## src/rtl/ahb2apb_pkg.sv

```systemverilog
// ---------------------------------------------------------------------------
// ahb2apb_pkg
// Shared definitions for the AHB-to-APB read path: the read-assembly FSM
// state type and the helpers that derive the lane count (RATIO) and the lane
// index width (IDX_W) from the two bus widths.
// ---------------------------------------------------------------------------
package ahb2apb_pkg;

    typedef enum logic [1:0] {
        ST_IDLE    = 2'd0,
        ST_COLLECT = 2'd1,
        ST_DONE    = 2'd2
    } asm_state_e;

    // Number of APB beats that make up one AHB word.
    function automatic int ratio_f(input int ahb_dw, input int apb_dw);
        return ahb_dw / apb_dw;
    endfunction

    // Lane index width; kept at least 1 so RATIO==1 still has a legal port.
    function automatic int idx_w_f(input int ratio);
        return (ratio <= 2) ? 1 : $clog2(ratio);
    endfunction

endpackage

```

## src/rtl/data_reg.sv

```systemverilog
// ---------------------------------------------------------------------------
// data_reg
// One W-bit storage lane with a load enable. Clearing is done by the owner
// loading zero, so the only reset path is the asynchronous one.
//   clk    : clock, rising edge
//   rst    : asynchronous active-high reset, clears the lane
//   i_load : capture i_d this cycle
//   i_d    : data to capture
//   o_q    : stored lane value
// ---------------------------------------------------------------------------
module data_reg #(
    parameter int W = 8
) (
    input  logic         clk,
    input  logic         rst,
    input  logic         i_load,
    input  logic [W-1:0] i_d,
    output logic [W-1:0] o_q
);

    logic [W-1:0] data_q;

    always_ff @(posedge clk or posedge rst) begin
        if (rst) begin
            data_q <= '0;
        end else if (i_load) begin
            data_q <= i_d;
        end
    end

    assign o_q = data_q;

endmodule

```

## src/rtl/hrdata_assembler.sv

```systemverilog
// ---------------------------------------------------------------------------
// hrdata_assembler
// Gathers RATIO = AHB_DW/APB_DW narrow APB read beats into one AHB read word.
// A read starts at lane i_start_beat and walks upward with wrap-around; with
// BIG_ENDIAN=1 the lane order is mirrored. A slave error ends the read early
// and leaves a sticky o_err.
//   clk, rst      : clock / asynchronous active-high reset
//   i_start       : begin an assembly (ignored while collecting)
//   i_start_beat  : first lane index, sampled with an accepted i_start
//   i_num_beats   : beat count, 0 or >RATIO means RATIO
//   i_beat_valid  : i_PRDATA / i_PSLVERR hold a finished APB beat
//   i_PRDATA      : APB read data
//   i_PSLVERR     : APB slave error for this beat
//   i_abort       : drop the current assembly, no completion pulse
//   o_HRDATA      : assembled word, held until the next accepted start
//   o_done        : one-cycle completion pulse
//   o_err         : sticky error of the last assembly
//   o_busy        : collecting beats
// ---------------------------------------------------------------------------
module hrdata_assembler
    import ahb2apb_pkg::*;
#(
    parameter int  AHB_DW     = 32,
    parameter int  APB_DW     = 8,
    parameter bit  BIG_ENDIAN = 1'b0,
    localparam int RATIO      = ratio_f(AHB_DW, APB_DW),
    localparam int IDX_W      = idx_w_f(RATIO)
) (
    input  logic              clk,
    input  logic              rst,
    input  logic              i_start,
    input  logic [IDX_W-1:0]  i_start_beat,
    input  logic [IDX_W:0]    i_num_beats,
    input  logic              i_beat_valid,
    input  logic [APB_DW-1:0] i_PRDATA,
    input  logic              i_PSLVERR,
    input  logic              i_abort,
    output logic [AHB_DW-1:0] o_HRDATA,
    output logic              o_done,
    output logic              o_err,
    output logic              o_busy
);

    localparam int NBW = IDX_W + 1;

    asm_state_e                   state_q;
    logic [IDX_W-1:0]             idx_q;
    logic [NBW-1:0]               rem_q;
    logic                         done_q;
    logic                         err_q;

    logic                         start_acc;
    logic                         beat_acc;
    logic [NBW-1:0]               num_beats_d;
    logic [IDX_W-1:0]             start_idx_d;
    logic [IDX_W-1:0]             idx_d;
    logic [IDX_W-1:0]             lane_sel;
    logic [RATIO-1:0]             lane_load;
    logic [APB_DW-1:0]            lane_d;
    logic [RATIO-1:0][APB_DW-1:0] lane_q;

    assign start_acc = i_start && (state_q != ST_COLLECT);
    // Abort wins over a beat arriving in the same cycle.
    assign beat_acc  = (state_q == ST_COLLECT) && i_beat_valid && !i_abort;

    assign num_beats_d = ((i_num_beats == '0) || (i_num_beats > NBW'(RATIO)))
                       ? NBW'(RATIO) : i_num_beats;

    // With a single lane the index is always 0 whatever the port says.
    assign start_idx_d = (RATIO == 1) ? '0 : i_start_beat;
    assign idx_d       = (RATIO == 1) ? '0 : idx_q + IDX_W'(1);

    assign lane_sel = BIG_ENDIAN ? (IDX_W'(RATIO - 1) - idx_q) : idx_q;

    // A start loads zero into every lane; otherwise a lane takes beat data.
    assign lane_d = start_acc ? '0 : i_PRDATA;

    for (genvar g = 0; g < RATIO; g++) begin : g_lane
        assign lane_load[g] = start_acc || (beat_acc && (lane_sel == IDX_W'(g)));

        data_reg #(.W(APB_DW)) u_lane (
            .clk    (clk),
            .rst    (rst),
            .i_load (lane_load[g]),
            .i_d    (lane_d),
            .o_q    (lane_q[g])
        );
    end

    always_ff @(posedge clk or posedge rst) begin
        if (rst) begin
            state_q <= ST_IDLE;
            idx_q   <= '0;
            rem_q   <= '0;
            done_q  <= 1'b0;
            err_q   <= 1'b0;
        end else begin
            done_q <= 1'b0;
            case (state_q)
                ST_IDLE, ST_DONE: begin
                    if (i_start) begin
                        state_q <= ST_COLLECT;
                        idx_q   <= start_idx_d;
                        rem_q   <= num_beats_d;
                        err_q   <= 1'b0;
                    end else begin
                        state_q <= ST_IDLE;
                    end
                end
                ST_COLLECT: begin
                    if (i_abort) begin
                        state_q <= ST_IDLE;
                    end else if (i_beat_valid) begin
                        idx_q <= idx_d;
                        rem_q <= rem_q - NBW'(1);
                        if (i_PSLVERR) begin
                            err_q <= 1'b1;
                        end
                        // done_q rises together with entry into DONE.
                        if ((rem_q == NBW'(1)) || i_PSLVERR) begin
                            state_q <= ST_DONE;
                            done_q  <= 1'b1;
                        end
                    end
                end
                default: state_q <= ST_IDLE;
            endcase
        end
    end

    assign o_HRDATA = lane_q;
    assign o_done   = done_q;
    assign o_err    = err_q;
    assign o_busy   = (state_q == ST_COLLECT);

endmodule

```

## config.mk

```make
export PLATFORM = sky130hd
export DESIGN_NAME = hrdata_assembler
export DESIGN_NICKNAME = d
export VERILOG_FILES = /design/src/rtl/ahb2apb_pkg.sv /design/src/rtl/data_reg.sv /design/src/rtl/hrdata_assembler.sv
export SDC_FILE = /design/constraint.sdc
export NUM_CORES = 1
export LEC_CHECK = 0
export CORE_ASPECT_RATIO = 2
export CORE_UTILIZATION = 45
export CTS_BUF_LIST = sky130_fd_sc_hd__clkbuf_2 sky130_fd_sc_hd__clkbuf_4 sky130_fd_sc_hd__clkbuf_8
export DETAILED_ROUTE_END_ITERATION = 16
export GPL_TIMING_DRIVEN = 1
export PLACE_DENSITY_LB_ADDON = 0.25
export SYNTH_ARGS = -nofsm -noshare
export SYNTH_HDL_FRONTEND = slang
export SYNTH_HIERARCHICAL = 1
export SYNTH_SLANG_ARGS = --single-unit
```

## constraint.sdc

```tcl
create_clock -name clk -period 1.7 [get_ports clk]
set_input_delay 0.425 -clock clk [delete_from_list [all_inputs] [get_ports clk]]
set_output_delay 0.425 -clock clk [all_outputs]
set_load 0.02 [all_outputs]
```

Word-level counts from Yosys, hierarchy flattened
Cells that the tools add are included.

cells by class
  mux-type cells = 24
  eq/ne operators = 13
  add/subtract/negate cells = 2
  order comparisons = 1
  reductions and logical operators = 22

operator list
  cell                   count
  $mux W2                6
  $mux W3                4
  $mux W1                9
  $mux W8                1
  $ne A2 B2 Y1 const B   4
  $pmux W2 S2            2
  $logic_and A1 B1 Y1    7
  $eq A2 B2 Y1 const B   3
  $logic_or A1 B1 Y1     6
  $pmux W3 S2            1
  $reduce_and A5 Y1      1
  $eq A2 B1 Y1 const B   2
  $logic_not A2 Y1       2
  $reduce_and A4 Y1      1
  $eq A3 B1 Y1 const B   1
  $gt A3 B3 Y1 const B   1
  $logic_not A3 Y1       1
  $ne A3 B2 Y1 const B   1
  $ne A3 B3 Y1 const B   1
  $sub A3 B1 Y3 const B  1
  $add A2 B1 Y2 const B  1
  $ne A2 B1 Y1 const B   1
  $pmux W1 S2            1
  $reduce_and A2 Y1      1
  other kinds (3)        3

storage, ports and cells
  register bits after elaboration = 41
  input bits = 19
  output and inout port bits = 35
  logic and storage cells = 71

Longest topological paths before layout
  depth after elaboration = 6
  depth in mapped cells = 6
  gate-level depth less buffers = 5

By module
Netlist, hierarchy kept.

modules (own cells, without submodules)
  module            area an instance (µm²)  times used  cells each  seq. area each (µm²)
  data_reg          335.3                   4           18          200.2
  hrdata_assembler  659.4                   1           75          225.2

Least setup slack after synthesis
Ideal clock, no wire load.

  path type = in2reg
  start = input port i_abort
  end = register g_lane[1].u_lane.data_q[0]
  arrival time = 1,383 ps
  path slack = 192 ps
  data required time = 1,575 ps
  stages on the path = 6
  setup time = 125 ps
  buffers on the path = 2
  cells stage by stage = and4bb_1 > buf_6 > nand2_1 > nand2_1 > buf_6 > mux2_4

between the ends
  longest elaborated chain between the ends = 4

ends and longest elaborated chain
  what                  RTL line                text
  from (decl)           hrdata_assembler.sv:37  input logic i_abort,
  $logic_not A1 Y1      hrdata_assembler.sv:64  assign beat_acc = (state_q == ST_COLLECT) && i_beat_valid && !i_abort;
  $logic_and A1 B1 Y1   hrdata_assembler.sv:64
  $logic_and A1 B1 Y1   hrdata_assembler.sv:79  assign lane_load[g] = start_acc || (beat_acc && (lane_sel == IDX_W'(g)));
  $logic_or A1 B1 Y1    hrdata_assembler.sv:79
  net lane_load[1]      hrdata_assembler.sv:58  logic [RATIO-1:0] lane_load;
  to (signal assigned)  data_reg.sv:27          data_q <= i_d;
  to (decl)             data_reg.sv:21          logic [W-1:0] data_q;

The timed path passes the listed nets, and every way through them passes these cells.
A chain may end at the register's enable or synchronous reset.

Worst setup path in the final report
  start = register g_lane[0].u_lane.data_q[4]
  end = output port o_HRDATA[4]

RTL lines
  what                    RTL line                text
  from (decl)             data_reg.sv:21
  from (signal assigned)  data_reg.sv:27
  to (decl)               hrdata_assembler.sv:38  output logic [AHB_DW-1:0] o_HRDATA,

No word-level cell between the ends.

==> impl_metrics.tcl <==
set metrics [dict create \
    drtAntennaViolNets 0 \
    ys_top_cells_by_area "dfrtp_1, mux2_4, ha_1" \
    area_growth_pct 43.3 \
    power.leakage_nw 1.63 \
    clk-insertion-delay-late_ns 0.28 \
    grt_max_degree 13 \
    grt-ovfl-total 0 \
    worst_setup_path_end_kind "output port" \
    crit_family "buffers and inverters" \
    timing.critical_path.buf_inv 1 \
    worst-setup-path-type "reg -> out" \
    yosys_warnings 6 \
    tightest_slew_ns 0.376 \
    slowest_stage "clkdlybuf4s50_1" \
    dieArea_sq_um 4730 \
    coreArea_sq_um 4300 \
    ir_worst_vdd_v 0.000844 \
    clock-skew-final_ns 0.00408 \
    fill_cells 330 \
    worst-path-stages 1 \
    synth.avg_cell_area_sq_um 13.6 \
    nNetsFinal 239 \
    max-clock-path-buffers 2 \
    route.vias.total 1333 \
    synth_top_area_share_pct 51.3 \
    finalSetupTns_ns 0 \
    viasPerCell 4.97 \
    cts_tree "yes" \
    io_buffers 53 \
    whs_ns 0.511 \
    cpPeakStageDelay_ns 0.60 \
    r2r-end "g_lane[3].u_lane/o_q[7]$_DFFE_PP0P_" \
    critPathMaxFanout 2 \
    rrSetupSlack_ns 0.08 \
    instances_no_fill 268 \
    post-route-drc-count 0 \
    antenna_found_initial 0 \
    grt_pass1_wl_microns 7090 \
    dp_cells 260 \
    synth_top_cell_by_area "dfrtp_1" \
    clkTransAtPathRegs_ns 0.07 \
    crit_end "o_HRDATA[4]" \
    path_cells "clkdlybuf4s50_1" \
    io_pins 54 \
    status "finished clean" \
    p_per_area_nw_per_um2 1330 \
    synth_nets 173 \
    hp-class "reg -> reg" \
    syn_inst 147 \
    worstPathRequired_ns 1.27 \
    wl_per_cell_microns 17.0 \
    arrival_ns 1.24 \
    ys_ff_latch 41 \
    setup_viol 0 \
    htree_levels 2 \
    multi_input_area_sq_um 903 \
    clock.fmax_mhz 600 \
    drt_wl_total_microns 4550 \
    cts.sinks 41 \
    stdcell_area_sq_um 2870 \
    reg2reg_from "state_q[1]$_DFFE_PP0P_" \
    synth_area_sq_um 2000 \
    cts_root_buffer "clkbuf_8" \
    setup_slack_ns 0.0334 \
    grt_pass1_vias 1456 \
    place_area_sq_um 2680 \
    reg2reg_depth 6 \
    maxCapViolCount 0 \
    firstDrtPassIters 4 \
    n_antenna_cell 0 \
    grt_usage_pct 21.0 \
    drt_iter0_drc 10 \
    hpwl_microns 3520 \
    drv_slew 0 \
    startpoint_type "flop" \
    dpl_worst_slack_ns -0.326 \
    numCtsBuffers 5 \
    relSlewSlack_pct 74.9 \
    startpoint "g_lane[0].u_lane/o_q[4]$_DFFE_PP0P_" \
    hold_violations 0 \
    die_h_microns 96.3 \
    hold_buffers 0 \
    fp.dieW_microns 49.2 \
    layout-drive-gt1-share_pct 29.0 \
    synthDistinctLibCells 26 \
    fp-row-count 34 \
    place_congestion 0.780 \
    period_needed_ns 1.67 \
    ys_seq_area_share_pct 51.3 \
    regArea_sq_um 1030 \
    initial_core_util_pct 46.6 \
    fin_crit_sh_pct 98.0 \
]
[synth_stat cells]
library cell  count
mux2i_1           2
nand2_1          10
or3_1             1
nor2_1            5
o21a_1            2
buf_6             5
nor3b_1           2
ha_1              7
a2bb2oi_1         1
xnor2_1           1
o32ai_1           1
mux2_4           32
a211oi_1          1
nand2b_1          1
dfrtp_1          41
o31a_1            1
or2_2             1
inv_1            11
a21o_1            1
and4b_1           1
buf_2             1
a21oi_1           3
nor2b_1           5
o21ai_0           2
and4bb_1          1
and2_1            8
[timing repair]
item                                    in CTS  in global routing
cloned                                       0                  0
pin swaps                                    0                  1
endpoints found under the setup margin      43                 56
resized for setup                           14                 30
buffers inserted                             0                  0
[per-stage QoR]
step	power [mW]	util, %
2_1_floorplan	2.37	-
3_3_place_gp	3.02	62.3
3_5_place_dp	3.09	62.3
4_1_cts	3.86	64.9
5_1_grt	4.00	66.7
6_report	3.80	66.7
[layout make-up]
class | instances | area share [%]
well taps | 54 | 2.36
repair buffers | 65 | 24.7
flip-flops and latches | 41 | 35.8
inverters | 11 | 1.44
multi-input cells | 89 | 31.5
clock buffers | 7 | 3.14
clock inverters | 1 | 1.05
[state kept, by name (all words and copies together) (netlist names)]
name	flops
state_q	2
g_lane.u_lane/o_q	32
o_done	1
rem_q	3
idx_q	2
o_err	1
[per-layer routing]
layer	up-vias	routed length [microns]	GRT usage (%)
met3	11	175	3.63
met1	657	1580	20.1
li1	616	-	-
met2	49	2620	39.6
met5	-	0	0
met4	0	180	14.5
[cell usage in the layout (no fill, tap or decap), types with 2 or more instances in the layout]
cell type and count:
mux2i_1 2, o21a_1 2, buf_4 8, nand2_2 5, nand2_1 5, nor2b_1 4, dlymetal6s2s_1 22, buf_12 4
a21oi_1 3, nor2_1 5, dlygate4sd2_1 10, clkbuf_8 6, o21ai_0 2, mux2_4 32, ha_1 6, and2_1 8
nor3b_1 2, clkdlybuf4s50_1 20, dfrtp_1 41, inv_1 11
[worst min path at each step]
stage / startpoint / to / slack (ns) / cells past startpoint
final: g_lane[2].u_lane/o_q[2]$_DFFE_PP0P_ / g_lane[2].u_lane/o_q[2]$_DFFE_PP0P_ / 0.51 / 1
after global placement: o_err$_DFFE_PP0P_ / o_err$_DFFE_PP0P_ / 0.49 / 2
after detailed placement: g_lane[3].u_lane/o_q[2]$_DFFE_PP0P_ / g_lane[3].u_lane/o_q[2]$_DFFE_PP0P_ / 0.49 / 1
after global routing: g_lane[0].u_lane/o_q[7]$_DFFE_PP0P_ / g_lane[0].u_lane/o_q[7]$_DFFE_PP0P_ / 0.52 / 1
after floorplan: rst / g_lane[0].u_lane/o_q[0]$_DFFE_PP0P_ / 0.24 / 1
after CTS: g_lane[3].u_lane/o_q[2]$_DFFE_PP0P_ / g_lane[3].u_lane/o_q[2]$_DFFE_PP0P_ / 0.52 / 1
[cells by family (layout without fill, tap and decap cells)]
logic type,count (synthesis),after routing,synth area share [%]
AOI/OAI and AO/OA,12,12,4.07
xor gates and xnor gates,1,1,0.438
DFF,41,41,51.3
and+or+nand+nor,35,35,9.69
muxes,34,34,25.0
buffers and inverters,17,84,5.13
adders and majority gates,7,7,4.38
[power breakdown]
group          total, mW  internal [mW]  switching, mW
Clock              0.803          0.494          0.309
Combinational       1.57          0.846          0.724
Sequential          1.43           1.25          0.182
Power figures use the tool's default switching activity.
